<file path="src/rtl/irq_ctrl_pkg.sv">
// irq_ctrl_pkg: register map, FSM states and STATUS field layout for irq_ctrl
package irq_ctrl_pkg;
  localparam logic [1:0] IRQC_ADDR_CTRL   = 2'd0;
  localparam logic [1:0] IRQC_ADDR_MODE   = 2'd1;
  localparam logic [1:0] IRQC_ADDR_ENABLE = 2'd2;
  localparam logic [1:0] IRQC_ADDR_STATUS = 2'd3;
  localparam int IRQC_ACTIVE_BIT = 31;
  localparam int IRQC_VEC_MSB    = 20;
  localparam int IRQC_VEC_LSB    = 16;
  localparam int IRQC_PEND_MSB   = 15;
  typedef enum logic [1:0] {
    IRQC_IDLE    = 2'd0,
    IRQC_ASSERT  = 2'd1,
    IRQC_SERVICE = 2'd2
  } irqc_state_e;
  // Lowest set index wins; returns 0 when nothing is set.
  function automatic logic [4:0] irqc_lowest(input logic [15:0] v);
    logic [4:0] r;
    r = 5'd0;
    for (int i = 15; i >= 0; i--) r = v[i] ? 5'(i) : r;
    return r;
  endfunction
endpackage

</file>
<file path="src/rtl/irq_sync.sv">
// irq_sync: multi-flop synchroniser plus history flop giving level and rising-edge pulse
module irq_sync #(
  parameter int STAGES = 2
) (
  input  logic clk,
  input  logic reset,
  input  logic src_i,
  output logic level_o,
  output logic rise_o
);
  logic [STAGES-1:0] sync_q;
  logic hist_q;
  always_ff @(posedge clk or negedge reset) begin
    if (!reset) begin
      sync_q <= '0;
      hist_q <= 1'b0;
    end else begin
      sync_q <= {sync_q[STAGES-2:0], src_i};
      hist_q <= sync_q[STAGES-1];
    end
  end
  assign level_o = sync_q[STAGES-1];
  assign rise_o  = level_o & ~hist_q;
endmodule

</file>
<file path="src/rtl/irq_ctrl.sv">
// irq_ctrl: bus-slave interrupt controller with edge/level capture, masking,
// fixed lowest-index priority and a claim/EOI handshake onto one cpu_irq line
module irq_ctrl
  import irq_ctrl_pkg::*;
#(
  parameter int IRQ_CH      = 8,
  parameter int SYNC_STAGES = 2
) (
  input  logic              clk,
  input  logic              reset,
  input  logic [IRQ_CH-1:0] src_irq,
  input  logic              cs_,
  input  logic              as_,
  input  logic              rw,
  input  logic [1:0]        addr,
  input  logic [31:0]       wr_data,
  output logic [31:0]       rd_data,
  output logic              rdy_,
  output logic              cpu_irq
);
  logic gen_q;
  logic [IRQ_CH-1:0] mode_q, enable_q, pending_q, pending_d, level, rise, w1c;
  logic [4:0] vec_q, vec_d;
  irqc_state_e state_q, state_d;
  logic [31:0] rd_data_q, rd_val, status;
  logic rdy_q, acc, rd_en, wr_en, claim, eoi;
  logic [15:0] pend16, elig16, clr16;
  for (genvar i = 0; i < IRQ_CH; i++) begin : g_sync
    irq_sync #(.STAGES(SYNC_STAGES)) u_sync (
      .clk    (clk),
      .reset  (reset),
      .src_i  (src_irq[i]),
      .level_o(level[i]),
      .rise_o (rise[i])
    );
  end
  assign acc    = ~cs_ & ~as_;
  assign rd_en  = acc & rw;
  assign wr_en  = acc & ~rw;
  assign claim  = rd_en && addr == IRQC_ADDR_STATUS && state_q == IRQC_ASSERT;
  assign eoi    = wr_en && addr == IRQC_ADDR_STATUS && wr_data[31];
  assign pend16 = 16'(pending_q);
  assign elig16 = pend16 & 16'(enable_q);
  assign w1c    = (wr_en && addr == IRQC_ADDR_STATUS) ? wr_data[IRQ_CH-1:0] : '0;
  assign clr16  = claim ? 16'h1 << vec_q[3:0] : 16'h0;
  // Edge channels: new edge beats W1C and claim clear; level channels follow the input.
  assign pending_d = (mode_q & ((pending_q & ~w1c & ~IRQ_CH'(clr16)) | rise))
                   | (~mode_q & level);
  always_comb begin
    state_d = state_q;
    vec_d   = vec_q;
    case (state_q)
      IRQC_IDLE: begin
        state_d = (gen_q && |elig16) ? IRQC_ASSERT : IRQC_IDLE;
        vec_d   = (gen_q && |elig16) ? irqc_lowest(elig16) : vec_q;
      end
      IRQC_ASSERT:  state_d = claim ? IRQC_SERVICE :
                              (!gen_q || !elig16[vec_q[3:0]]) ? IRQC_IDLE : IRQC_ASSERT;
      IRQC_SERVICE: state_d = eoi ? IRQC_IDLE : IRQC_SERVICE;
      default:      state_d = IRQC_IDLE;
    endcase
  end
  always_comb begin
    status = '0;
    status[IRQC_ACTIVE_BIT] = claim;
    status[IRQC_VEC_MSB:IRQC_VEC_LSB] = claim ? vec_q : 5'd0;
    status[IRQC_PEND_MSB:0] = pend16;
    rd_val = !rd_en                    ? 32'h0 :
             addr == IRQC_ADDR_CTRL    ? 32'(gen_q) :
             addr == IRQC_ADDR_MODE    ? 32'(mode_q) :
             addr == IRQC_ADDR_ENABLE  ? 32'(enable_q) : status;
  end
  always_ff @(posedge clk or negedge reset) begin
    if (!reset) begin
      gen_q     <= 1'b0;
      mode_q    <= '0;
      enable_q  <= '0;
      pending_q <= '0;
      vec_q     <= '0;
      state_q   <= IRQC_IDLE;
      rd_data_q <= '0;
      rdy_q     <= 1'b1;
    end else begin
      gen_q     <= (wr_en && addr == IRQC_ADDR_CTRL) ? wr_data[0] : gen_q;
      mode_q    <= (wr_en && addr == IRQC_ADDR_MODE) ? wr_data[IRQ_CH-1:0] : mode_q;
      enable_q  <= (wr_en && addr == IRQC_ADDR_ENABLE) ? wr_data[IRQ_CH-1:0] : enable_q;
      pending_q <= pending_d;
      vec_q     <= vec_d;
      state_q   <= state_d;
      rd_data_q <= rd_val;
      rdy_q     <= ~acc;
    end
  end
  assign rd_data = rd_data_q;
  assign rdy_    = rdy_q;
  assign cpu_irq = state_q == IRQC_ASSERT;
endmodule
</file>
<file path="config.mk">
export PLATFORM = sky130hd
export DESIGN_NAME = irq_ctrl
export DESIGN_NICKNAME = d
export VERILOG_FILES = /design/src/rtl/irq_ctrl_pkg.sv /design/src/rtl/irq_sync.sv /design/src/rtl/irq_ctrl.sv
export SDC_FILE = /design/constraint.sdc
export NUM_CORES = 1
export LEC_CHECK = 0
export BUFFER_PORTS_ARGS = -buffer_cell sky130_fd_sc_hd__buf_4
export CAP_MARGIN = 20
export CORE_ASPECT_RATIO = 1.1
export CORE_MARGIN = 3
export CORE_UTILIZATION = 28
export DETAILED_ROUTE_END_ITERATION = 8
export GPL_TIMING_DRIVEN = 1
export HOLD_SLACK_MARGIN = 0.12
export PLACE_DENSITY = 0.59
export SYNTH_ARGS = -nofsm -noshare
export SYNTH_HDL_FRONTEND = slang
export SYNTH_SLANG_ARGS = --single-unit
</file>
<file path="constraint.sdc">
create_clock -name clk -period 1.2 [get_ports clk]
set_input_delay 0.24 -clock clk [delete_from_list [all_inputs] [get_ports clk]]
set_output_delay 0.24 -clock clk [all_outputs]
set_load 0.05 [all_outputs]
</file>
==> out/qor.csv, run 1 <==
stage,metric,value,unit
run,maxCapViolations,0,
layout,nFillCells,935,
route,wl_per_cell,15.2,microns
run_status,violations,setup timing,
worst_setup_path,reg2regPathDepth,5,
global_routing,grt-busiest-layer,met2,
worst_setup_path,crit_path_end_kind,output pin,
clocking,clk_pin_slew,80,ps
synth,yosysSeqAreaShare,0.590,
global_routing,met2_usage,0.207,
pwr,power_leakage,0.00194,uW
synth,synth_edf_count,0,
clocking,root_buffer,clkbuf_8,
floorplan,die_y,112,microns
route,ant_nets,0,
global_routing,grt_pass1_wl,11.2,mm
layout,final_common_cell,buf_4,
clocking,clock_path_buffers,2,
global_routing,track_usage,0.133,
floorplan,ios,81,
timing,fin_skew,9.74,ps
floorplan,die_x,102,microns
timing,max_freq,687,MHz
placed_design,globalplace.congestion,0.874,
synth,yosys_warnings,0,
layout,multiInputGateArea,0.00108,sq mm
min_path,worstHoldPathCells,2,
clocking,cts_made_buffers,9,
timing,tns,-2240,ps
placed_design,dp_hpwl,5.23,mm
clocking,clk_latency,360,ps
global_routing,grt_use_met3,0.0451,
placed_design,post-place-cells,446,
placed_design,portBuffers,37,
clocking,cts.sinks,67,
synth,synth.distinct_cells,42,
timing,slew_viol_final,0,
layout,stdcell_count,473,
clocking,cts_max_level,3,
layout,final_layout_size_suffix_gt1_frac,0.449,
synth,ys_seq_elements,67,
route,num_vias,2165,
floorplan,coreArea,0.00963,sq mm
synth,syn_area,0.00285,sq mm
timing,period_needed,1460,ps
worst_setup_path,worst-setup-path-type,register to output pin,
floorplan,start_util,0.295,
layout,seqCellArea,0.00168,sq mm
route,dr.pass1.iters,4,
layout,antenna_cells,0,
layout,final_cell_mix,"buf_4, dfrtp_1, nand2_1, conb_1, mux2_2",
floorplan,fp-row-count,37,
global_routing,grt_max_degree,34,
layout,finalNetCount,399,
global_routing,grt_util_met1,0.170,
timing,finalSetupViolCount,16,
pwr,max-vdd-ir-drop,0.000534,V
route,drc,0,
min_path,hold_path.class,primary input to register,
timing,finalCritPeriodShare,1.21,
synth,avgSynthCellArea,12.1,sq um
global_routing,antenna_found_initial,0,
floorplan,dieArea,0.0114,sq mm
worst_setup_path,critical_path_peak_fanout,3,
worst_setup_path,required,960,ps
worst_setup_path,arrival,1220,ps
synth,synth-main-ff-cell,dfrtp_1,
timing,hold_viol,0,
route,avgViaCountPerCell,4.58,
synth,syn_inst,236,
route,drtIter0Drc,76,
pwr,power_density,1780,mW/mm^2
timing,rsz0062_at_grt,true,
synth,synthArstFlopShare,1.00,
run_status,outcome,"finished, violations left",
global_routing,grt_pass1_vias,2198,
layout,syn_to_final_growth,41.9,%
worst_setup_path,startpoint_type,register,
timing,layout_setup_ws,-255,ps
global_routing,overflow,0,
route,routed_wl,7.19,mm
clocking,cts_tree,yes,
-- timing repair --
| item | 4_1_cts | 5_1_grt |
|---|---|---|
| setup buffers | 0 | 3 |
| pin swaps | 5 | 8 |
| resized for setup | 16 | 8 |
| endpoints found under the hold margin | 74 | 0 |
| hold buffers | 9 | 0 |
| setup endpoints to repair | 15 | 17 |
-- stage by stage --
stage | util | setup slack, ps | instance area (sq um) | total power, uW | hold slack, ps
after floorplan | - | -308 | 2930 | 4020 | -55.6
after global placement | 0.379 | -256 | 3650 | 5040 | 145
after detailed placement | 0.379 | -272 | 3650 | 5060 | 150
after CTS | 0.414 | -268 | 3990 | 7140 | 126
after global routing | 0.419 | -299 | 4040 | 7590 | 131
final | 0.419 | -255 | 4040 | 7200 | 135
-- cell families (layout without fill, tap and decap cells) --
group | Yosys count | in the layout | share of synthesized area
compound gates | 52 | 52 | 0.140
buf+inv | 30 | 131 | 0.0726
simple gates | 68 | 68 | 0.120
other cells | 1 | 20 | 0.00132
flops | 67 | 67 | 0.590
mux | 18 | 18 | 0.0765
-- final cells by class --
type	count	area share
sequential	67	0.416
multi-input combinational	158	0.267
timing repair buffer	111	0.225
clock buffer	11	0.0375
tap	117	0.0363
clock inverter	4	0.0124
inverter	5	0.00558
-- cells in the mapped netlist (2+ instances only) --
cell type | n | area [sq um]
a21o_1 | 4 | 30.0
a21oi_1 | 16 | 80.1
a221oi_2 | 3 | 45.0
a22o_1 | 9 | 78.8
a22oi_1 | 9 | 67.6
a32o_1 | 2 | 20.0
and2_1 | 2 | 12.5
and2b_1 | 2 | 15.0
buf_2 | 3 | 15.0
buf_4 | 20 | 150
buf_6 | 2 | 22.5
dfrtp_1 | 66 | 1650
inv_1 | 5 | 18.8
mux2_2 | 17 | 191
nand2_1 | 38 | 143
nand2_2 | 2 | 12.5
nand3_1 | 6 | 30.0
nor2_1 | 4 | 15.0
nor2b_1 | 2 | 12.5
o211ai_1 | 2 | 15.0
-- layer usage --
layer	routed length [microns]	share of wire
met1	3110	0.43
met2	3570	0.50
met4	104	0.014
met3	419	0.058
met5	0	0
-- power by group --
group          internal (uW)  leakage (uW)  total (uW)  switching (uW)
clock                   1060     0.0000974        1920             864
sequential              2570      0.000821        2810             236
combinational           1250       0.00102        2470            1220
total                   4880       0.00194        7200            2320
-- critical path, cell delays in order (launching register included) --
cell,delay (ps)
dfrtp_1,410
nand2b_4,90
clkinvlp_4,100
buf_6,130
buf_8,140
-- registers in the layout (all words and copies together), names as in the netlist --
register,count
g_sync.u_sync.sync_q,16
g_sync.u_sync.hist_q,8
mode_q,8
rdy_,1
enable_q,8
vec_q,3
rd_data,12
gen_q,1
state_q,2
pending_q,8
-- path summary, 6_finish.rpt --
| check | startpoint | end | slack (ps) |
|---|---|---|---|
| max in group asynchronous | reset | rdy_ | 380 |
| worst max register to register | pending_q[6] | vec_q[0] | -220 |
| worst min register to register | g_sync[7].u_sync.sync_q[0] | g_sync[7].u_sync.sync_q[1] | 350 |
| worst max-delay path | state_q[0] | cpu_irq | -260 |
| min in group asynchronous | reset | enable_q[7] | 300 |
| worst min-delay path | wr_data[7] | mode_q[7] | 140 |
Power figures use the tool's default switching activity.
==> run 2: changes to the inputs <==
- CTS_BUF_LIST: not set -> sky130_fd_sc_hd__clkbuf_4
- HOLD_SLACK_MARGIN: 0.12 -> not set
- SKIP_LAST_GASP: not set -> 1
==> run 2 against run 1 <==
- the flow still finishes with violations (setup timing)
- cell count is 0.63% higher
- via count is 1.1% higher
- clock skew is 4.4 ps higher
- wire length is 2.3% higher
- combinational power is 4% higher
- maximum frequency is 6.1% lower
- global-route usage is 0.25 points higher
- die area stayed put
- worst setup slack worse by 94 ps
- design area hardly changed
==> out/qor.csv, run 2 (synthesis gave the netlist of run 1 again) <==
stage,metric,value,unit,change
worst_setup_path,crit-reg2reg-launch,state_q[0],,was pending_q[6]
worst_setup_path,arrival,1310,ps,was 1220 ps
clocking,root_buffer,clkbuf_4,,was clkbuf_8
pwr,power_leakage,0.00193,uW,was 0.00194 uW
worst_setup_path,reg2regPathDepth,6,,was 5
clocking,clk_pin_slew,110,ps,was 80 ps
min_path,hold_path.class,primary input to register,,unchanged
layout,syn_to_final_growth,42.0,%,was 41.9%
layout,final_layout_size_suffix_gt1_frac,0.443,,was 0.449
timing,rsz0062_at_grt,true,,unchanged
clocking,cts.sinks,67,,unchanged
route,drtIter0Drc,72,,was 76
run_status,outcome,"finished, violations left",,unchanged
global_routing,grt_pass1_wl,11.5,mm,was 11.2 mm
placed_design,dp_hpwl,5.23,mm,unchanged
floorplan,ios,81,,unchanged
clocking,clk_latency,430,ps,was 360 ps
placed_design,portBuffers,37,,unchanged
floorplan,dieArea,0.0114,sq mm,unchanged
route,drc,0,,unchanged
worst_setup_path,crit_path_end_kind,output pin,,unchanged
timing,layout_setup_ws,-349,ps,was -255 ps
min_path,worstHoldPathCells,2,,unchanged
floorplan,die_y,112,microns,unchanged
run_status,violations,setup timing,,unchanged
route,avgViaCountPerCell,4.60,,was 4.58
worst_setup_path,required,960,ps,about the same
global_routing,track_usage,0.135,,was 0.133
layout,final_area,0.00404,sq mm,about the same
global_routing,antenna_found_initial,0,,unchanged
route,wl_per_cell,15.5,microns,was 15.2 microns
global_routing,grt_max_degree,34,,unchanged
worst_setup_path,worst-setup-path-type,register to output pin,,unchanged
worst_setup_path,rrSetupSlack,-310,ps,was -220 ps
route,routed_wl,7.36,mm,was 7.19 mm
clocking,cts_max_level,3,,unchanged
route,num_vias,2189,,was 2165
clocking,cts_made_buffers,9,,unchanged
route,ant_nets,0,,unchanged
timing,fin_skew,14.2,ps,was 9.74 ps
global_routing,grt_pass1_vias,2224,,was 2198
worst_setup_path,critical_path_peak_fanout,2,,was 3
worst_setup_path,startpoint_type,register,,unchanged
timing,slew_viol_final,0,,unchanged
run,maxCapViolations,0,,unchanged
worst_setup_path,reg2reg_to,vec_q[0],,unchanged
placed_design,globalplace.congestion,0.874,,unchanged
layout,largest-register,g_sync.u_sync.sync_q,,unchanged
timing,finalCritPeriodShare,1.29,,was 1.21
clocking,clock_path_buffers,2,,unchanged
floorplan,fp-row-count,37,,unchanged
pwr,p_total,6790,uW,was 7200 uW
timing,fin_hold_ws,62.4,ps,was 135 ps
layout,final_common_cell,buf_4,,unchanged
floorplan,coreArea,0.00963,sq mm,unchanged
layout,finalNetCount,402,,was 399
timing,hold_viol,0,,unchanged
layout,nFillCells,932,,was 935
timing,period_needed,1550,ps,was 1460 ps
timing,finalSetupViolCount,24,,was 16
floorplan,die_x,102,microns,unchanged
pwr,max-vdd-ir-drop,0.000459,V,was 0.000534 V
layout,final_cell_mix,"buf_4, dfrtp_1, nand2_1, conb_1, buf_6",,"was buf_4, dfrtp_1, nand2_1, conb_1, mux2_2"
route,dr.pass1.iters,4,,unchanged
layout,post-route-util,0.420,,was 0.419
clocking,cts_tree,yes,,unchanged
timing,max_freq,645,MHz,was 687 MHz
global_routing,overflow,0,,unchanged
pwr,power_density,1680,mW/mm^2,was 1780 mW/mm^2
placed_design,place_area,0.00365,sq mm,unchanged
layout,antenna_cells,0,,unchanged
floorplan,start_util,0.295,,unchanged
min_path,hp-start,wr_data[1],,was wr_data[7]
min_path,min_to,enable_q[1],,was mode_q[7]
layout,largest_reg_flops,16,,unchanged
run 2: cell types whose count changed in the layout (fill, tap and decap cells not counted), sizes merged:
| cell | before | now |
|---|---|---|
| clkinv | 1 | 3 |
| clkbuf | 11 | 9 |
| buf | 102 | 105 |
run 2: layout make-up:
type	instances	area, sq um	area share
flip-flops and latches	67	1680	0.415
multi-input cells	158	1090	0.269
repair buffers	114	981	0.243
well taps	117	146	0.0362
clock buffers	9	67.6	0.0167
clock inverters	6	57.6	0.0142
inverters	5	22.5	0.00557
run 2: metrics by stage:
step                worst slack [ps]  instances  setup TNS, ps
floorplan                       -308        255          -2210
global placement                -256        446          -6960
detailed placement              -272        446          -7360
CTS                             -361        473          -3650
global route                    -390        476          -4650
finish                          -349        476          -3490
run 2: critical path, cell delays in order, from the launching register on:
cell and delay [ps]:
dfrtp_1 420, nand2b_4 90, clkinvlp_4 100, buf_6 130
buf_8 140
run 2: timing repair:
| item | CTS | global route |
|---|---|---|
| pin swaps | 9 | 9 |
| setup endpoints to repair | 28 | 28 |
| hold buffers | 9 | 0 |
| setup buffers | 4 | 4 |
| gates resized for setup | 28 | 9 |
| endpoints found under the hold margin | 74 | 0 |
run 2: worst max-delay path by stage:
stage	startpoint	to	slack (ps)	cells past startpoint
2_1_floorplan	state_q[1]	pending_q[7]	-310	6
3_3_place_gp	state_q[0]	vec_q[0]	-260	5
3_5_place_dp	cs_	pending_q[1]	-270	6
4_1_cts	state_q[0]	cpu_irq	-360	4
5_1_grt	state_q[0]	cpu_irq	-390	4
6_report	state_q[0]	cpu_irq	-350	4
run 2: routing by layer:
| layer | track usage | share of wire |
|---|---|---|
| met5 | 0 | 0 |
| met4 | 0.0472 | 0.015 |
| met3 | 0.0414 | 0.048 |
| met1 | 0.174 | 0.43 |
| met2 | 0.214 | 0.50 |
run 2: power by group:
part | leakage (uW) | total, uW | internal (uW) | switching [uW]
combinational | 0.00104 | 2560 | 1300 | 1250
clock | 0.0000629 | 1420 | 605 | 813
sequential | 0.000821 | 2810 | 2570 | 245
==> run 3: changes to the inputs <==
- ABC_AREA: not set -> 1
- CTS_BUF_LIST: sky130_fd_sc_hd__clkbuf_4 -> sky130_fd_sc_hd__clkbuf_4 sky130_fd_sc_hd__clkbuf_8
==> run 3 against run 2 <==
- the flow still finishes with violations (setup timing)
- wire length decreased by 8.0%
- global-route usage down 1.2 points
- synthesized cell count rose by 41%
- sequential power barely moved
- sequential share of layout area shrank 0.079 points
- total power decreased by 4.7%
- first-iteration DRC count increased by 31%
==> out/qor.csv, run 3 <==
stage,metric,value,unit,change
clocking,clk_pin_slew,80,ps,was 110 ps
global_routing,track_usage,0.124,,was 0.135
route,wl_per_cell,12.0,microns,was 15.5 microns
clocking,cts_made_buffers,9,,unchanged
synth,synth.distinct_cells,24,,was 42
run_status,violations,setup timing,,unchanged
layout,finalNetCount,488,,was 402
worst_setup_path,reg2reg_to,pending_q[4],,was vec_q[0]
synth,avgSynthCellArea,8.66,sq um,was 12.1 sq um
floorplan,die_y,112,microns,about the same
global_routing,grt_pass1_wl,11.0,mm,was 11.5 mm
floorplan,die_x,103,microns,was 102 microns
run_status,outcome,"finished, violations left",,unchanged
worst_setup_path,crit-reg2reg-launch,state_q[0],,unchanged
layout,largest-register,g_sync.u_sync.sync_q,,unchanged
route,drtIter0Drc,94,,was 72
worst_setup_path,path_cells,inv_2 -> nor2_4 -> buf_6 -> buf_8,,was nand2b_4 -> clkinvlp_4 -> buf_6 -> buf_8
pwr,max-vdd-ir-drop,0.000467,V,was 0.000459 V
clocking,cts_max_level,3,,unchanged
synth,synth_area_leader_cell,dfrtp_1,,unchanged
route,drc,0,,unchanged
timing,layout_setup_ws,-144,ps,was -349 ps
route,routed_wl,6.77,mm,was 7.36 mm
worst_setup_path,worst-setup-path-type,register to output pin,,unchanged
layout,final_cell_mix,"nand2_1, buf_4, dfrtp_1, conb_1, nand2_2",,"was buf_4, dfrtp_1, nand2_1, conb_1, buf_6"
timing,fin_skew,7.86,ps,was 14.2 ps
timing,finalSetupViolCount,7,,was 24
layout,final_layout_size_suffix_gt1_frac,0.343,,was 0.443
clocking,cts.sinks,67,,unchanged
worst_setup_path,max_stage_delay,360,ps,was 420 ps
global_routing,antenna_found_initial,0,,unchanged
timing,slew_viol_final,0,,unchanged
layout,syn_to_final_growth,40.5,%,was 42.0%
synth,netlist.area_leader.share,0.572,,was 0.580
global_routing,grt_max_degree,34,,unchanged
route,num_vias,2393,,was 2189
synth,synth_most_common_cell,nand2_1,,was dfrtp_1
synth,synth-main-ff-cell,dfrtp_1,,unchanged
placed_design,globalplace.congestion,0.836,,was 0.874
worst_setup_path,required,960,ps,about the same
timing,max_freq,744,MHz,was 645 MHz
layout,largest_reg_flops,16,,unchanged
pwr,power_density,1600,mW/mm^2,was 1680 mW/mm^2
layout,nFillCells,986,,was 932
synth,synth_edf_count,0,,unchanged
floorplan,fp-row-count,38,,was 37
worst_setup_path,critical_path_peak_fanout,2,,unchanged
min_path,hp-start,cs_,,was wr_data[1]
layout,final_common_cell,nand2_1,,was buf_4
route,avgViaCountPerCell,4.23,,was 4.60
worst_setup_path,reg2regPathDepth,8,,was 6
placed_design,place_ws,-189,ps,was -272 ps
route,ant_nets,0,,unchanged
floorplan,start_util,0.290,,was 0.295
worst_setup_path,crit_path_end_kind,output pin,,unchanged
timing,finalCritPeriodShare,1.12,,was 1.29
pwr,p_total,6470,uW,was 6790 uW
run,maxCapViolations,0,,unchanged
global_routing,grt_pass1_vias,2245,,was 2224
synth,syn_inst,333,,was 236
min_path,hold_path.class,primary input to register,,unchanged
pwr,power_leakage,0.00211,uW,was 0.00193 uW
floorplan,coreArea,0.00994,sq mm,was 0.00963 sq mm
floorplan,ios,81,,unchanged
clocking,cts_tree,yes,,unchanged
min_path,worstHoldPathCells,3,,was 2
synth,synth_commonest_cells,"nand2_1, dfrtp_1, buf_4, inv_1, nor2_1",,"was dfrtp_1, nand2_1, buf_4"
clocking,root_buffer,clkbuf_8,,was clkbuf_4
placed_design,dp_hpwl,5.06,mm,was 5.23 mm
timing,rsz0062_at_grt,true,,unchanged
synth,synthArstFlopShare,1.00,,unchanged
min_path,min_to,rdy_,,was enable_q[1]
global_routing,overflow,0,,unchanged
clocking,clk_latency,340,ps,was 430 ps
placed_design,portBuffers,37,,unchanged
synth,yosysSeqAreaShare,0.582,,was 0.590
synth,syn_area,0.00289,sq mm,was 0.00285 sq mm
worst_setup_path,rrSetupSlack,-60,ps,was -310 ps
synth,yosys_warnings,0,,unchanged
timing,hold_viol,0,,unchanged
clocking,clock_path_buffers,2,,unchanged
layout,antenna_cells,0,,unchanged
synth,ys_seq_elements,67,,unchanged
timing,period_needed,1340,ps,was 1550 ps
worst_setup_path,slowest_stage,dfrtp_1,,unchanged
floorplan,dieArea,0.0116,sq mm,was 0.0114 sq mm
worst_setup_path,arrival,1100,ps,was 1310 ps
route,dr.pass1.iters,4,,unchanged
worst_setup_path,startpoint_type,register,,unchanged
synth,synthTopCellsByArea,"dfrtp_1, nand2_1, buf_4",,"was dfrtp_1, mux2_2, buf_4"
-- run 3: cell count changes after synthesis, sizes merged, moves of 3 or more --
cell / change
a21o: -4
nand2: +101
nand3: -3
nor2: +19
o21ai: +18
a22oi: -9
a21oi: -7
inv: +20
a22o: -9
nor3: +13
a221oi: -4
mux2: -17
-- run 3: per-layer routing --
metal	vias to the layer above	wire length, microns	track usage
met3	8	286	0.0242
met1	1113	3160	0.171
met5	-	0	0
met4	0	94	0.0501
met2	55	3230	0.189
li1	1217	-	-
-- run 3: layout make-up --
type,instances,area [sq um],share of cell area
Tap cell,120,150,0.0370
Multi-Input combinational cell,237,1110,0.273
Clock buffer,9,124,0.0306
Sequential cell,67,1680,0.415
Clock inverter,7,53.8,0.0133
Timing Repair Buffer,101,840,0.207
Inverter,25,98.8,0.0244
-- run 3: worst max path at each step --
stage          slack [ps]           end        from
2_1_floorplan         -70  pending_q[4]  state_q[1]
3_3_place_gp         -160    rd_data[7]         as_
3_5_place_dp         -190  pending_q[4]         as_
4_1_cts              -170       cpu_irq  state_q[1]
5_1_grt              -180       cpu_irq  state_q[0]
6_report             -140       cpu_irq  state_q[0]
-- run 3: cell families after synthesis --
| logic type | count (synthesis) | share of synthesized area |
|---|---|---|
| flops | 67 | 0.582 |
| buf+inv | 48 | 0.0906 |
| compound gates | 31 | 0.0564 |
| simple gates | 186 | 0.270 |
| other cells | 1 | 0.00130 |
-- run 3: power breakdown --
| group | internal [uW] | switching, uW | total, uW |
|---|---|---|---|
| combinational | 908 | 1060 | 1960 |
| sequential | 2530 | 292 | 2830 |
| clock | 758 | 922 | 1680 |
| total | 4200 | 2270 | 6470 |
-- run 3: timing repair --
item / 4_1_cts / 5_1_grt
pin swaps: 1 / 13
hold buffers: 9 / 0
buffers inserted: 3 / 7
endpoints found under the hold margin: 27 / 0
endpoints found under the setup margin: 5 / 13
resized for setup: 13 / 30
-- run 3: critical path, delay by kind of cell (launching register included) --
kind	cells	cell delay [ps]
flip-flops	1	360
buffers and inverters	3	300
AND/OR/NAND/NOR	1	110
-- run 3: per-stage QoR --
| stage | cell area, sq um | TNS [ps] | hold slack, ps | util | std cells |
|---|---|---|---|---|---|
| after floorplan | 2970 | -518 | -55.6 | - | 352 |
| after global placement | 3590 | -3780 | 153 | 0.361 | 531 |
| after detailed placement | 3590 | -4250 | 156 | 0.361 | 531 |
| after CTS | 3920 | -441 | 144 | 0.394 | 559 |
| after global routing | 4050 | -1050 | 166 | 0.408 | 566 |
| final | 4050 | -342 | 154 | 0.408 | 566 |
